**config.mk**
```make
export PLATFORM = sky130hd
export DESIGN_NAME = adder_rr_arbiter
export DESIGN_NICKNAME = d
export VERILOG_FILES = /design/src/rtl/adder_rr_arbiter.sv
export SDC_FILE = /design/constraint.sdc
export NUM_CORES = 1
export LEC_CHECK = 0
export CAP_MARGIN = 40
export CORE_AREA = 5 5 84 86
export DETAILED_ROUTE_END_ITERATION = 7
export DIE_AREA = 0 0 89 91
export MAX_ROUTING_LAYER = met4
export PLACE_DENSITY = 0.82
export SKIP_LAST_GASP = 1
export SLEW_MARGIN = 20
export SYNTH_ARGS = -nofsm -noshare
export SYNTH_HDL_FRONTEND = slang
export SYNTH_SLANG_ARGS = --single-unit
```
**constraint.sdc**
```tcl
create_clock -name clk -period 2.3 [get_ports clk]
set_input_delay 0.345 -clock clk [delete_from_list [all_inputs] [get_ports clk]]
set_output_delay 0.345 -clock clk [all_outputs]
set_load 0.05 [all_outputs]
```
**src/rtl/adder_rr_arbiter.sv**
```systemverilog
// Round-robin arbiter sharing one 9-bit adder between NREQ requesters.
// Grants in IDLE, adds in EXEC, holds the result in RESP until accepted.
module adder_9bit (
  input  logic [8:0] a,
  input  logic [8:0] b,
  output logic [9:0] sum
);
  assign sum = {1'b0, a} + {1'b0, b};
endmodule

module adder_rr_arbiter #(
  parameter int unsigned NREQ = 4,
  parameter int unsigned ID_W = 2
) (
  input  logic              clk,
  input  logic              rst_n,
  input  logic [NREQ-1:0]   req_valid,
  input  logic [NREQ*9-1:0] req_a,
  input  logic [NREQ*9-1:0] req_b,
  output logic [NREQ-1:0]   req_ready,
  output logic              out_valid,
  input  logic              out_ready,
  output logic [9:0]        out_sum,
  output logic [ID_W-1:0]   out_id,
  output logic              busy
);

  typedef enum logic [1:0] {StIdle, StExec, StResp} state_e;

  state_e            state_q;
  logic [ID_W-1:0]   rr_ptr_q;
  logic [8:0]        a_q, b_q;
  logic [ID_W-1:0]   id_q;
  logic              out_valid_q;
  logic [9:0]        out_sum_q;
  logic [ID_W-1:0]   out_id_q;

  logic [2*NREQ-1:0] rot_valid;
  logic              found;
  logic [ID_W-1:0]   win_id;
  logic [8:0]        a_sel, b_sel;
  logic [9:0]        add_sum;

  // (base + inc) mod NREQ without relying on NREQ being a power of two
  function automatic logic [ID_W-1:0] wrap_inc(input logic [ID_W-1:0] base,
                                               input int unsigned inc);
    logic [ID_W:0] s;
    s = {1'b0, base} + (ID_W+1)'(inc);
    if (s >= (ID_W+1)'(NREQ)) s = s - (ID_W+1)'(NREQ);
    return s[ID_W-1:0];
  endfunction

  // Rotate so bit 0 is the requester at rr_ptr; first set bit wins.
  assign rot_valid = {req_valid, req_valid} >> rr_ptr_q;

  always_comb begin
    found  = 1'b0;
    win_id = '0;
    for (int unsigned k = 0; k < NREQ; k++) begin
      if (!found && rot_valid[k]) begin
        found  = 1'b1;
        win_id = wrap_inc(rr_ptr_q, k);
      end
    end
  end

  always_comb begin
    a_sel = '0;
    b_sel = '0;
    for (int unsigned k = 0; k < NREQ; k++) begin
      if (win_id == ID_W'(k)) begin
        a_sel = req_a[k*9 +: 9];
        b_sel = req_b[k*9 +: 9];
      end
    end
  end

  // Gated by rst_n so the grant reads zero while reset is held.
  assign req_ready = (rst_n && state_q == StIdle && found) ? (NREQ'(1) << win_id) : '0;

  adder_9bit u_adder (
    .a   (a_q),
    .b   (b_q),
    .sum (add_sum)
  );

  always_ff @(posedge clk or negedge rst_n) begin
    if (!rst_n) begin
      state_q     <= StIdle;
      rr_ptr_q    <= '0;
      a_q         <= '0;
      b_q         <= '0;
      id_q        <= '0;
      out_valid_q <= 1'b0;
      out_sum_q   <= '0;
      out_id_q    <= '0;
    end else begin
      unique case (state_q)
        StIdle: begin
          if (found) begin
            a_q     <= a_sel;
            b_q     <= b_sel;
            id_q    <= win_id;
            state_q <= StExec;
          end
        end
        StExec: begin
          out_sum_q   <= add_sum;
          out_id_q    <= id_q;
          out_valid_q <= 1'b1;
          state_q     <= StResp;
        end
        StResp: begin
          if (out_ready) begin
            out_valid_q <= 1'b0;
            rr_ptr_q    <= wrap_inc(out_id_q, 1);
            state_q     <= StIdle;
          end
        end
        default: state_q <= StIdle;
      endcase
    end
  end

  assign out_valid = out_valid_q;
  assign out_sum   = out_sum_q;
  assign out_id    = out_id_q;
  assign busy      = (state_q != StIdle);

endmodule

```
==> metrics.md, run 1 <==
| Metric | Value |
|---|---|
| Status | `finished, final reports clean` |
| Max Cap Violations | `0` |
| Worst ir drop on vdd | `0.000796 V` |
| Fin nets | `466` |
| Fraction of layout cells with a size suffix above 1 | `0.135` |
| Skew-Pair Late Insertion Delay | `0.30 ns` |
| Clk pwr share | `0.118` |
| Synth Instances | `283` |
| Critical Path Start Type | `flip-flop` |
| DRT Wirelength | `7870 um` |
| Starting DRT DRC Count | `149` |
| Chip height | `91 um` |
| Power share of the combinational group | `0.634` |
| Total Power | `0.00502 W` |
| Routed length per instance | `17.3 um` |
| Worst EP required | `1.96 ns` |
| H-Tree Depth | `2` |
| Seq/Total Area, Yosys | `0.342` |
| GRT Resource Usage Total | `0.197` |
| Syn_nets | `372` |
| Fillers | `550` |
| Initial antenna violation count | `0` |
| ANT nets after route | `0` |
| RSZ-0062 raised after global routing | `false` |
| Clock sink count | `37` |
| GP Congestion | `0.898` |
| PD cells | `1300 nW/um^2` |
| Hold Path Class | `in2async` |
| Setup violations, final | `0` |
| Crit Path Class | `reg2out` |
| Worst r2r src | `a_q[0]$_DFFE_PN0P_` |
| CTS Root Cell | `clkbuf_8` |
| Vias/cell | `5.71` |
| N_diodes | `0` |
| Postcts setup bufs | `0` |
| Post-route DRC | `0` |
| Sequential power share | `0.248` |
| # IOs | `97` |
| Area Overhead vs Synth | `42.3%` |
| DIE AREA | `8100 um^2` |
| Slew Limit Fails | `0` |
| Die W | `89 um` |
| Pleak | `1.64 nW` |
| Max Clk Rate | `456 MHz` |
| Starting density of the core | `0.436` |
| Worst slew pin tran | `0.694 ns` |
| Worst path arrival time | `1.85 ns` |
| Min cycle time layout | `2.19 ns` |
| Crit. End Element | `output pin` |
| Final core occ | `0.621` |
| Synth Area per Inst | `9.56 um^2` |
| Port bufs | `96` |
| Sw frac | `0.474` |
| Mapped Area | `2710 um^2` |
| Slew headroom | `0.537` |
| Crit. Startpoint | `state_q[1]$_DFFE_PN0P_` |
| Fin crit share | `0.953` |
| Clock skew | `0.00660 ns` |
| Drt first pass iters | `4` |
| Clock slew at reported path FFs | `0.07 ns` |
| Peak fanout along the critical path | `5` |
| P_sw | `0.00237 W` |
| CTS tree | `done` |
| P_int | `0.00264 W` |
| Largest net degree at the start of global routing | `41` |
| Vias in the first global route | `2668` |
| Hpwl dp | `6220 um` |
| CORE AREA | `6200 um^2` |
| Final hold vios | `0` |
| Fin Setup TNS | `0 ns` |
| Vias | `2600` |
| Row cnt | `29` |
| Hold Buf Count CTS | `0` |
| Total gr overflow | `0` |
| Clock buffer depth | `2` |
| Global-route wire length before repair | `12300 um` |
| YS warnings | `0` |
| Synth Register Bits | `37` |
| TritonCTS buffer count | `5` |
| Unique masters post-synth | `48` |
per-stage QoR:
step	hold WS (ns)	cells	setup slack [ns]	cell area (um^2)
detailed placement	0.462	447	-0.0485	3720
floorplan	0.0494	283	-0.0973	2730
CTS	0.146	455	0.0175	3840
global placement	0.455	447	0.0573	3720
finish	0.131	455	0.108	3850
global route	0.171	455	0.0112	3850
logic make-up after synthesis:
group,count (synthesis),share of synthesized area
AO/OA/AOI/OAI,87,0.261
XOR/XNOR,6,0.0194
adder cells (fa/ha/maj),10,0.0490
buffers and inverters,27,0.0610
flip-flops,37,0.342
multiplexers,19,0.0749
AND/OR/NAND/NOR,97,0.192
synth_stat cells (all sizes together):
library cell | instances | share of area
nand2 | 45 | 0.063
dfrtp | 37 | 0.34
a21o | 21 | 0.058
mux2i | 19 | 0.075
buf | 18 | 0.049
nand4 | 18 | 0.042
o221ai | 18 | 0.081
o31ai | 18 | 0.050
o21ai | 12 | 0.022
ha | 9 | 0.042
a21oi | 8 | 0.019
clkbuf | 5 | 0.0069
nand3 | 5 | 0.0092
nor2 | 5 | 0.012
nor3 | 5 | 0.013
or2 | 5 | 0.012
inv | 4 | 0.0055
nor3b | 4 | 0.011
xnor2 | 4 | 0.013
nand2b | 3 | 0.0097
o21a | 2 | 0.0055
o22a | 2 | 0.0065
o22ai | 2 | 0.0069
xor2 | 2 | 0.0065
a211oi | 1 | 0.0028
a221oi | 1 | 0.0032
fa | 1 | 0.0074
nand4b | 1 | 0.0032
nor2b | 1 | 0.0023
nor4 | 1 | 0.0023
nor4b | 1 | 0.0032
o211ai | 1 | 0.0028
o21bai | 1 | 0.0028
or3 | 1 | 0.0023
or4 | 1 | 0.0028
or4b | 1 | 0.0037
flip-flops by register name, indices dropped and copies added (netlist names):
signal and flops:
state_q 2, out_id 2, rr_ptr_q 2, id_q 2, out_sum 10, b_q 9, out_valid 1, a_q 9
final timing paths:
| kind | end | slack (ns) | cells after the start |
|---|---|---|---|
| setup / recovery | req_ready[3] | 0.11 | 6 |
| hold / removal | state_q[1]$_DFFE_PN0P_ | 0.13 | 2 |
| setup reg to reg | out_sum[8]$_DFFE_PN0P_ | 0.31 | 7 |
| hold reg to reg | out_sum[7]$_DFFE_PN0P_ | 0.48 | 2 |
| max in group asynchronous | rr_ptr_q[1]$_DFFE_PN0P_ | 1.82 | 2 |
| min in group clk | out_sum[7]$_DFFE_PN0P_ | 0.48 | 2 |
cells in the final DEF (no fill, tap or decap), types with 3 or more instances in the layout:
master	count
nand4_1	18
o221ai_1	8
o31ai_1	18
o21ai_0	12
dlymetal6s2s_1	3
nand3_1	5
o221ai_2	10
xnor2_1	4
inv_1	3
a21o_1	21
clkbuf_8	6
nand2_1	44
clkdlybuf4s50_1	88
dfrtp_1	36
mux2i_1	18
a21oi_1	7
ha_1	9
nor2_1	3
nor3_2	4
buf_4	17
or2_1	4
nor3b_1	4
power by group through the flow:
stage	clock network (W)	registers [W]	logic, W
2_1_floorplan	0	0.00154	0.00205
3_3_place_gp	0	0.00124	0.00307
3_5_place_dp	0	0.00125	0.00318
4_1_cts	0.000597	0.00124	0.00319
5_1_grt	0.000629	0.00128	0.00346
6_report	0.000593	0.00124	0.00318
final cells by class:
cell class	count	area (um^2)	area share
Inverter	4	15.0	0.00390
Clock buffer	7	86.3	0.0224
Multi-Input combinational cell	219	1640	0.424
Sequential cell	37	927	0.241
Tap cell	77	96.3	0.0250
Timing Repair Buffer	110	1060	0.276
Clock inverter	1	30.0	0.00779
critical path: stages (launching register included):
cell and delay (ns):
dfrtp_1 0.43, or2_1 0.27, or2_1 0.27, inv_2 0.09, nand2_1 0.14, nor3_2 0.14
buf_4 0.22
metal layers:
layer,routed length (um),vias up,track usage
met5,0,-,-
met4,61,0,0.0422
met3,541,8,0.0353
met2,4260,87,0.350
met1,3010,1251,0.230
li1,-,1254,-
timing repair:
action | in CTS | in global routing
endpoints found under the hold margin | 0 | 0
endpoints found under the setup margin | 0 | 4
resized for setup | 0 | 5
(Power assumes the default switching activity.)
==> run 2: changes to the inputs <==
--- a/config.mk
+++ b/config.mk
@@ -5,8 +5,9 @@
 export SDC_FILE = /design/constraint.sdc
 export NUM_CORES = 1
 export LEC_CHECK = 0
-export CAP_MARGIN = 40
+export CAP_MARGIN = 30
 export CORE_AREA = 5 5 84 86
+export CTS_CLUSTER_SIZE = 30
 export DETAILED_ROUTE_END_ITERATION = 7
 export DIE_AREA = 0 0 89 91
 export MAX_ROUTING_LAYER = met4
==> results of run 2 <==
Same layout as run 1: the final DEF is identical, and so are final timing and power.
